## src/rtl/decode_issue_stage_pkg.sv

```systemverilog
// decode_pkg: opcodes, cc bit positions and FSM states shared by the decode/issue stage
package decode_pkg;
  localparam logic [3:0] OP_LOAD = 4'b0010;
  localparam logic [3:0] OP_BRANCH = 4'b0011;
  localparam int CC_SRC_REG = 3;
  localparam int CC_DEST_REG = 2;
  typedef enum logic [1:0] {IDLE, ISSUE, CAPTURE, HOLD} decode_state_t;
endpackage

```

## src/rtl/decode_issue_stage_if.sv

```systemverilog
// decode_issue_stage_if: instruction-in and decoded-bundle-out handshakes of the decode/issue stage
interface decode_issue_stage_if #(
  parameter int DATA_WIDTH = 32,
  parameter int ADDRESS_WIDTH = 12
);
  logic in_valid;
  logic in_ready;
  logic [DATA_WIDTH-1:0] instruction;
  logic out_valid;
  logic out_ready;
  logic [3:0] opcode;
  logic [3:0] cc;
  logic [DATA_WIDTH-1:0] operand_one;
  logic [DATA_WIDTH-1:0] operand_two;
  logic dest_type;
  logic [ADDRESS_WIDTH-1:0] dest_adrs;
  modport master (
    output in_valid, instruction, out_ready,
    input in_ready, out_valid, opcode, cc, operand_one, operand_two, dest_type, dest_adrs
  );
  modport slave (
    input in_valid, instruction, out_ready,
    output in_ready, out_valid, opcode, cc, operand_one, operand_two, dest_type, dest_adrs
  );
endinterface

```

## src/rtl/decode_issue_stage_scoreboard.sv

```systemverilog
// decode_scoreboard: pending destination-write tracker; a same-cycle write-back is applied before lookup
module decode_scoreboard #(
  parameter int PENDING_DEPTH = 4,
  parameter int ADDRESS_WIDTH = 12
)(
  input  logic clk,
  input  logic rst,
  input  logic [ADDRESS_WIDTH-1:0] look_a,
  input  logic [ADDRESS_WIDTH-1:0] look_b,
  output logic pend_a,
  output logic pend_b,
  output logic full,
  input  logic alloc,
  input  logic [ADDRESS_WIDTH-1:0] alloc_adrs,
  input  logic clr,
  input  logic [ADDRESS_WIDTH-1:0] clr_adrs
);
  logic [PENDING_DEPTH-1:0] valid, eff, nxt;
  logic [ADDRESS_WIDTH-1:0] adrs [PENDING_DEPTH];
  logic hit, found;
  always_comb begin
    eff = valid;
    hit = 1'b0;
    for (int i = 0; i < PENDING_DEPTH; i++)
      if (clr && !hit && valid[i] && adrs[i] == clr_adrs) begin
        eff[i] = 1'b0;
        hit = 1'b1;
      end
    pend_a = 1'b0;
    pend_b = 1'b0;
    for (int i = 0; i < PENDING_DEPTH; i++) begin
      pend_a = pend_a | (eff[i] && adrs[i] == look_a);
      pend_b = pend_b | (eff[i] && adrs[i] == look_b);
    end
    full = &eff;
    nxt = eff;
    found = 1'b0;
    for (int i = 0; i < PENDING_DEPTH; i++)
      if (alloc && !found && !eff[i]) begin
        nxt[i] = 1'b1;
        found = 1'b1;
      end
  end
  always_ff @(posedge clk or posedge rst)
    if (rst) begin
      valid <= '0;
      for (int i = 0; i < PENDING_DEPTH; i++) adrs[i] <= '0;
    end else begin
      valid <= nxt;
      for (int i = 0; i < PENDING_DEPTH; i++) if (nxt[i] && !eff[i]) adrs[i] <= alloc_adrs;
    end
endmodule

```

## src/rtl/decode_issue_stage.sv

```systemverilog
// decode_issue_stage: registered decode with RF read issue and RAW-hazard stall.
// Optional DECODE_PERF_CNT_EN adds saturating decode_count/stall_count outputs.
module decode_issue_stage import decode_pkg::*; #(
  parameter int DATA_WIDTH = 32,
  parameter int ADDRESS_WIDTH = 12,
  parameter int PENDING_DEPTH = 4
)(
  input  logic clk,
  input  logic rst,
  decode_issue_stage_if.slave io,
  input  logic flush,
  output logic rf_r_en_one,
  output logic rf_r_en_two,
  output logic [ADDRESS_WIDTH-1:0] rf_r_adrs_one,
  output logic [ADDRESS_WIDTH-1:0] rf_r_adrs_two,
  input  logic [DATA_WIDTH-1:0] rf_rdata_one,
  input  logic [DATA_WIDTH-1:0] rf_rdata_two,
  input  logic wb_valid,
  input  logic [ADDRESS_WIDTH-1:0] wb_adrs,
  output logic stall_hazard
`ifdef DECODE_PERF_CNT_EN
  ,
  output logic [31:0] decode_count,
  output logic [31:0] stall_count
`endif
);
  decode_state_t state, nstate;
  logic [DATA_WIDTH-1:0] inst;
  logic [3:0] op, ccf;
  logic [ADDRESS_WIDTH-1:0] src, dst;
  logic use_one, use_two, pend_a, pend_b, full, hazard, in_issue, retire;
  assign op = inst[DATA_WIDTH-1 -: 4];
  assign ccf = inst[DATA_WIDTH-5 -: 4];
  assign src = inst[2*ADDRESS_WIDTH-1:ADDRESS_WIDTH];
  assign dst = inst[ADDRESS_WIDTH-1:0];
  assign use_two = ccf[CC_SRC_REG] | (op == OP_LOAD);
  assign use_one = ccf[CC_DEST_REG] & (op != OP_BRANCH);
  assign rf_r_adrs_one = dst;
  assign rf_r_adrs_two = src;
  assign hazard = (use_one & pend_a) | (use_two & pend_b) | (use_one & full);
  assign in_issue = state == ISSUE;
  assign stall_hazard = in_issue & hazard;
  assign rf_r_en_one = in_issue & !hazard & !flush & use_one;
  assign rf_r_en_two = in_issue & !hazard & !flush & use_two;
  assign io.out_valid = state == HOLD;
  assign io.in_ready = !flush & (state == IDLE | (state == HOLD & io.out_ready));
  assign retire = io.out_valid & io.out_ready & !flush;
  decode_scoreboard #(.PENDING_DEPTH(PENDING_DEPTH), .ADDRESS_WIDTH(ADDRESS_WIDTH)) u_sb (
    .clk(clk), .rst(rst),
    .look_a(dst), .look_b(src), .pend_a(pend_a), .pend_b(pend_b), .full(full),
    .alloc(retire & io.dest_type), .alloc_adrs(io.dest_adrs),
    .clr(wb_valid), .clr_adrs(wb_adrs)
  );
  always_comb begin
    nstate = state;
    if (flush) nstate = IDLE;
    else
      case (state)
        IDLE:    nstate = io.in_valid ? ISSUE : IDLE;
        ISSUE:   nstate = hazard ? ISSUE : CAPTURE;
        CAPTURE: nstate = HOLD;
        default: nstate = io.out_ready ? (io.in_valid ? ISSUE : IDLE) : HOLD;
      endcase
  end
  always_ff @(posedge clk or posedge rst)
    if (rst) state <= IDLE;
    else state <= nstate;
  always_ff @(posedge clk or posedge rst)
    if (rst) inst <= '0;
    else if (io.in_valid && io.in_ready) inst <= io.instruction;
  // Bundle is captured the cycle after the RF read so rf_rdata is valid
  always_ff @(posedge clk or posedge rst)
    if (rst) begin
      io.opcode <= '0;
      io.cc <= '0;
      io.operand_one <= '0;
      io.operand_two <= '0;
      io.dest_type <= 1'b0;
      io.dest_adrs <= '0;
    end else if (state == CAPTURE && !flush) begin
      io.opcode <= op;
      io.cc <= ccf;
      io.operand_one <= use_one ? rf_rdata_one : DATA_WIDTH'(dst);
      io.operand_two <= use_two ? rf_rdata_two : DATA_WIDTH'(src);
      io.dest_type <= use_one;
      io.dest_adrs <= dst;
    end
`ifdef DECODE_PERF_CNT_EN
  always_ff @(posedge clk or posedge rst)
    if (rst) begin
      decode_count <= '0;
      stall_count <= '0;
    end else begin
      if (io.out_valid && io.out_ready && !(&decode_count)) decode_count <= decode_count + 32'd1;
      if (stall_hazard && !(&stall_count)) stall_count <= stall_count + 32'd1;
    end
`endif
endmodule
```

## src/flat_wrapper.sv

```systemverilog
// flat-port wrapper written by rule: the top's interface ports become plain ports
module decode_issue_stage_flat import decode_pkg::*;
#(
  parameter int DATA_WIDTH = 32,
  parameter int ADDRESS_WIDTH = 12,
  parameter int PENDING_DEPTH = 4
)
  (clk, rst, flush, rf_r_en_one, rf_r_en_two, rf_r_adrs_one, rf_r_adrs_two, rf_rdata_one, rf_rdata_two, wb_valid, wb_adrs, stall_hazard, io_in_valid, io_instruction, io_out_ready, io_in_ready, io_out_valid, io_opcode, io_cc, io_operand_one, io_operand_two, io_dest_type, io_dest_adrs);
  decode_issue_stage_if #(.DATA_WIDTH(DATA_WIDTH), .ADDRESS_WIDTH(ADDRESS_WIDTH)) io_i ();
  input  logic clk;
  input  logic rst;
  input  logic flush;
  output logic rf_r_en_one;
  output logic rf_r_en_two;
  output logic [ADDRESS_WIDTH-1:0] rf_r_adrs_one;
  output logic [ADDRESS_WIDTH-1:0] rf_r_adrs_two;
  input  logic [DATA_WIDTH-1:0] rf_rdata_one;
  input  logic [DATA_WIDTH-1:0] rf_rdata_two;
  input  logic wb_valid;
  input  logic [ADDRESS_WIDTH-1:0] wb_adrs;
  output logic stall_hazard;
  input wire logic [$bits(io_i.in_valid)-1:0] io_in_valid;
  input wire logic [$bits(io_i.instruction)-1:0] io_instruction;
  input wire logic [$bits(io_i.out_ready)-1:0] io_out_ready;
  output wire logic [$bits(io_i.in_ready)-1:0] io_in_ready;
  output wire logic [$bits(io_i.out_valid)-1:0] io_out_valid;
  output wire logic [$bits(io_i.opcode)-1:0] io_opcode;
  output wire logic [$bits(io_i.cc)-1:0] io_cc;
  output wire logic [$bits(io_i.operand_one)-1:0] io_operand_one;
  output wire logic [$bits(io_i.operand_two)-1:0] io_operand_two;
  output wire logic [$bits(io_i.dest_type)-1:0] io_dest_type;
  output wire logic [$bits(io_i.dest_adrs)-1:0] io_dest_adrs;
  assign io_i.in_valid = io_in_valid;
  assign io_i.instruction = io_instruction;
  assign io_i.out_ready = io_out_ready;
  assign io_in_ready = io_i.in_ready;
  assign io_out_valid = io_i.out_valid;
  assign io_opcode = io_i.opcode;
  assign io_cc = io_i.cc;
  assign io_operand_one = io_i.operand_one;
  assign io_operand_two = io_i.operand_two;
  assign io_dest_type = io_i.dest_type;
  assign io_dest_adrs = io_i.dest_adrs;
  decode_issue_stage #(.DATA_WIDTH(DATA_WIDTH), .ADDRESS_WIDTH(ADDRESS_WIDTH), .PENDING_DEPTH(PENDING_DEPTH)) u_core (.clk(clk), .rst(rst), .io(io_i), .flush(flush), .rf_r_en_one(rf_r_en_one), .rf_r_en_two(rf_r_en_two), .rf_r_adrs_one(rf_r_adrs_one), .rf_r_adrs_two(rf_r_adrs_two), .rf_rdata_one(rf_rdata_one), .rf_rdata_two(rf_rdata_two), .wb_valid(wb_valid), .wb_adrs(wb_adrs), .stall_hazard(stall_hazard));
endmodule
```

## config.mk

```make
export PLATFORM = sky130hd
export DESIGN_NAME = decode_issue_stage_flat
export DESIGN_NICKNAME = d
export VERILOG_FILES = /design/src/rtl/decode_issue_stage_pkg.sv /design/src/rtl/decode_issue_stage_if.sv /design/src/rtl/decode_issue_stage_scoreboard.sv /design/src/rtl/decode_issue_stage.sv /design/src/flat_wrapper.sv
export SDC_FILE = /design/constraint.sdc
export NUM_CORES = 1
export LEC_CHECK = 0
export BUFFER_PORTS_ARGS = -buffer_cell sky130_fd_sc_hd__buf_2
export CORE_AREA = 2 2 145 147
export CTS_BUF_LIST = sky130_fd_sc_hd__clkbuf_8
export CTS_CLUSTER_SIZE = 16
export DETAILED_ROUTE_END_ITERATION = 7
export DIE_AREA = 0 0 147 149
export PLACE_DENSITY = 0.69
export SLEW_MARGIN = 0
export SYNTH_ARGS = -nofsm -noshare
export SYNTH_HDL_FRONTEND = slang
export SYNTH_HIERARCHICAL = 1
export SYNTH_SLANG_ARGS = --single-unit
```

## constraint.sdc

```tcl
create_clock -name clk -period 4.95 [get_ports clk]
set_input_delay 0 -clock clk [delete_from_list [all_inputs] [get_ports clk]]
set_output_delay 0 -clock clk [all_outputs]
set_load 0.1 [all_outputs]
```

**After elaboration in Yosys (flattened, before gate mapping)**

Cells that the tools add are included.

- Flip-flop bits (word level): 171
- Input bits: 114
- Output and inout bits: 114
- Logic and storage cells: 120

- Equal/unequal tests: 17
- Muxes and demuxes: 21
- Bitwise gates (word level): 23
- Reductions and logical operators: 46

Operators with widths:

| operator | count |
|---|---|
| $eq A12 B12 Y1 | 12 |
| $mux W32 | 2 |
| $logic_and A1 B1 Y1 | 32 |
| $mux W1 | 15 |
| $and A1 B1 Y1 | 13 |
| $logic_not A1 Y1 | 12 |
| $or A1 B1 Y1 | 10 |
| $mux W2 | 3 |
| $pmux W2 S3 | 1 |
| $eq A2 B2 Y1 const B | 2 |
| $eq A4 B2 Y1 const B | 1 |
| $ne A4 B2 Y1 const B | 1 |
| $reduce_and A4 Y1 | 1 |
| $eq A2 B1 Y1 const B | 1 |
| $logic_not A2 Y1 | 1 |

**Logic depth before layout (Yosys ltp)**

- Depth after elaboration: 27
- Gate-level depth with buffers: 10

**Hierarchy**

The synthesis kept the hierarchy.

By module, submodules not included:

| module | times used | cells an instance | area each (µm²) | sequential area each (µm²) |
|---|---|---|---|---|
| decode_issue_stage | 1 | 509 | 5276.3 | 2977.9 |
| decode_scoreboard | 1 | 333 | 3764.9 | 1301.2 |

**Worst setup path before layout**

Ideal clock, no wire load.

- Kind: flip-flop to output port
- From: register u_core/u_sb/adrs[37] in the netlist's numbering
- To: output port stall_hazard
- Arrival: 3651 ps
- Slack: 1299 ps
- Cell stages (with the launch flop): 10
- Path buffers: 1
- Cell sequence: dfrtp_1 xnor2_1 nand4_1 or4_4 buf_6 nor4b_1 nand2b_2 nor4_1 o211ai_1 a21oi_1

- Elaborated cells on any way between the ends: 44
- Classes of those cells: eq/ne: 3; mux: 7; bitwise: 12; reduce/logical: 22

RTL lines:

| what | line | RTL |
|---|---|---|
| start, declared | decode_issue_stage_scoreboard.sv:19 | `logic [ADDRESS_WIDTH-1:0] adrs [PENDING_DEPTH];` |
| $eq A12 B12 Y1 (*) | decode_issue_stage_scoreboard.sv:25 | `if (clr && !hit && valid[i] && adrs[i] == clr_adrs) begin` |
| $logic_and A1 B1 Y1 (*) | decode_issue_stage_scoreboard.sv:25 |  |
| $mux W1 | decode_issue_stage_scoreboard.sv:25 |  |
| $logic_not A1 Y1 | decode_issue_stage_scoreboard.sv:25 |  |
| $logic_and A1 B1 Y1 (3 in a row) | decode_issue_stage_scoreboard.sv:25 |  |
| $mux W1 | decode_issue_stage_scoreboard.sv:25 |  |
| $logic_not A1 Y1 | decode_issue_stage_scoreboard.sv:25 |  |
| $logic_and A1 B1 Y1 (3 in a row) | decode_issue_stage_scoreboard.sv:25 |  |
| $mux W1 | decode_issue_stage_scoreboard.sv:25 |  |
| $logic_not A1 Y1 | decode_issue_stage_scoreboard.sv:25 |  |
| $logic_and A1 B1 Y1 (3 in a row) | decode_issue_stage_scoreboard.sv:25 |  |
| $mux W1 | decode_issue_stage_scoreboard.sv:25 |  |
| $reduce_and A4 Y1 (*) | decode_issue_stage_scoreboard.sv:35 | `full = &eff;` |
| net u_core.full | decode_issue_stage.sv:31 | `logic use_one, use_two, pend_a, pend_b, full, hazard, in_issue, retire;` |
| $and A1 B1 Y1 (*) | decode_issue_stage.sv:40 | `assign hazard = (use_one & pend_a) \| (use_two & pend_b) \| (use_one & full);` |
| $or A1 B1 Y1 (*) | decode_issue_stage.sv:40 |  |
| $and A1 B1 Y1 (*) | decode_issue_stage.sv:42 | `assign stall_hazard = in_issue & hazard;` |
| end, declared | flat_wrapper.sv:21 | `output logic stall_hazard;` |

The timed path passes the listed nets; every way through them passes the cells marked *.

**Final worst setup path**

Ends and elaborated chain as after synthesis.

==> qor.csv <==
metric;value;unit
CP Data Arrival Time;3.64;ns
vias in the first global route;7500;
P&R area growth vs syn;27.7;%
Top Ports;228;
CP max FO;9;
Startpoint Class;flop;
Core ar.;20600;sq um
Die Area;21900;sq um
syn avg cell area;10.7;sq um
Final Hold Viols;0;
setup TNS;0;ns
area leader, netlist;dfrtp_1;
CP endpoint kind;output pin;
Setup-failing EPs final;0;
EDFF count, synth;0;
H-Tree Depth;4;
CTS tree;done;
Yosys Warn Count;6;
row count;53;
maximum root-to-sink buffer count;2;
Worst VDD drop;460;uV
Final ANT Viol Nets;0;
count leader, synth;nand2_1;
Fmax achieved;275;MHz
Yosys reg bits;171;
hpwl dp;20.0;mm
MaxCap Viol Count;0;
CP max stage cell;or4_4;
CP Data Required Time;4.95;ns
skew final;0.0129;ns
asr flop ratio synth;100;%
root buffer cell;clkbuf_8;
commonest cells in the netlist;nand2_1 (185), dfrtp_1 (171), xnor2_1 (84);
unrepaired setup endpoints after global routing;no;
Vias/cell;5.34;
input/output buffers;227;
Synth area leaders;dfrtp_1 (47%), mux2_4 (8.3%), xnor2_1 (8.1%);
synthesized area;9040;sq um
Worst-Margin Slew;1.08;ns
area taken by multi-input logic gates;4310;sq um
fill count;1825;
clock period minus worst slack;3.64;ns
Synth top area share;47.3;%
Via Count;7566;
CTS buffer count;17;
Residual DRC;0;
initial core utilization;44.0;%
WL final;29.0;mm
final core utilization;56.2;%
initial antenna violation count;0;
share of layout cells above drive strength 1;31.9;%
Largest stage delay, worst path;0.61;ns
Clk pin slew, worst setup/hold paths;0.09;ns
outcome;completed;
dominant synthesized flop cell;dfrtp_1;
# diodes;0;
finished layout cell area;11500;sq um
GRT Overall Usage;26.6;%
clk sinks;171;
# nets final;1244;
first-pass GRT wire length;44.5;mm
DR iter-0 viols;616;
Worst-Skew Late Latency;0.46;ns
final cycle utilization of the critical path;73.6;%
Static Leakage;0.00559;uW
die height;149;um
post-synthesis sequential area ratio;47.3;%
Hold Crit Class;in2async;
global-route congestion overflow total;0;
syn_nets;956;
crit-path cells;xnor2_1, nand4_1, or4_4, nor4b_1, nand2b_2, nor4_1, o211ai_1, a21oi_1, buf_2;
PwrDens;672;nW/um^2
Reg area;4280;sq um
gpl congestion;0.991;
largest net degree at the start of global routing;87;
WL/cell;20.5;um
max_slew headroom;27.7;%
Slew Limit Fails;0;
placed cell areas;10200;sq um
DRT Pass-1 Iters;5;
critical path class;reg2out;
Yosys cell types;51;
Post-Synthesis Cells;842;
Die W;147;um
==> final timing paths <==
| path | slack (ns) | cells past startpoint | to | startpoint |
|---|---|---|---|---|
| worst max-delay path | 1.31 | 9 | stall_hazard | u_core/u_sb/adrs[37]$_DFFE_PP0P_ |
| worst min-delay path | 0.24 | 3 | u_core/inst[23]$_DFFE_PP0P_ | rst |
| worst min register to register | 0.49 | 2 | u_core/io.operand_one[14]$_DFFE_PP0P_ | u_core/io.operand_one[14]$_DFFE_PP0P_ |
| min in group clk | 0.27 | 7 | u_core/u_sb/valid[1]$_DFF_PP0_ | wb_adrs[0] |
| max in group asynchronous | 3.41 | 4 | u_core/inst[1]$_DFFE_PP0P_ | rst |
| worst max register to register | 1.51 | 9 | u_core/state[0]$_DFF_PP0_ | u_core/u_sb/adrs[37]$_DFFE_PP0P_ |
==> cells by family (layout without fill, tap and decap cells) <==
kind of cell	count (synthesis)	in the layout	synth area share, %
compound gates	97	97	7.11
xor+xnor	144	144	13.9
buf+inv	74	373	5.13
flops	171	171	47.3
mux	80	80	12.0
simple gates	276	276	14.4
==> flip-flops by register name (all words and copies together), names as in the netlist <==
signal,flops
u_core/inst,32
u_core/io.cc,4
u_core/io.dest_adrs,12
u_core/io.dest_type,1
u_core/io.opcode,4
u_core/io.operand_one,32
u_core/io.operand_two,32
u_core/state,2
u_core/u_sb/adrs,48
u_core/u_sb/valid,4
==> final cells by class <==
cell class | count | share of cell area, %
Multi-Input combinational cell | 597 | 37.3
Tap cell | 275 | 2.98
Clock inverter | 13 | 1.26
Inverter | 8 | 0.282
Timing Repair Buffer | 335 | 19.0
Clock buffer | 17 | 2.03
Sequential cell | 171 | 37.1
==> power breakdown <==
group          switching (uW)  leakage [uW]  internal [uW]
sequential                606       0.00221           1810
clock                     542      0.000191            449
combinational            3540       0.00318            825
==> through the flow <==
stage / worst slack [ns] / power [uW] / instances / hold slack (ns)
finish: 1.31 / 7760 / 1416 / 0.235
global route: 1.08 / 8040 / 1416 / 0.268
CTS: 1.34 / 7770 / 1416 / 0.234
detailed placement: 1.86 / 6700 / 1285 / 0.205
global placement: 1.95 / 6680 / 1285 / 0.210
floorplan: 1.30 / 5900 / 842 / 0.127
==> what timing repair did <==
item	4_1_cts	5_1_grt
endpoints found under the hold margin	211	0
hold buffers	101	0
gates resized for setup	0	0
setup buffers	0	0
==> per-layer routing <==
layer  wire [um]  part of all wire [%]  up-vias  GRT usage [%]
met5           0                     0        -              0
met4         693                   2.4        0           8.75
met3        1960                   6.8       44           4.95
met2       13500                    47      338           41.9
met1       12800                    44     3742           37.5
li1            -                     -     3442              -
==> cells in the final DEF (no fill, tap or decap), types with 10 or more instances in the layout <==
cell type      Yosys  layout
nand4_1           31      31
o21ai_1           20      20
nand3_1           10      10
dlygate4sd3_1      0     101
clkbuf_8           0      17
xnor2_1           84      84
mux2_2            30      30
xor2_1            60      60
nand2_1          185     185
buf_2             12     227
o21ai_0           23      23
dfrtp_1          171     171
mux2_4            50      50
o211ai_1          38      38
nor4_1            18      18
==> critical path: cells and delay by family, from the launching register on <==
kind            cells  cell delay, ns
simple gates        5            1.65
compound gates      2            0.46
buf+inv             1            0.45
flops               1            0.44
xor+xnor            1            0.18
(Power assumes the default switching activity.)
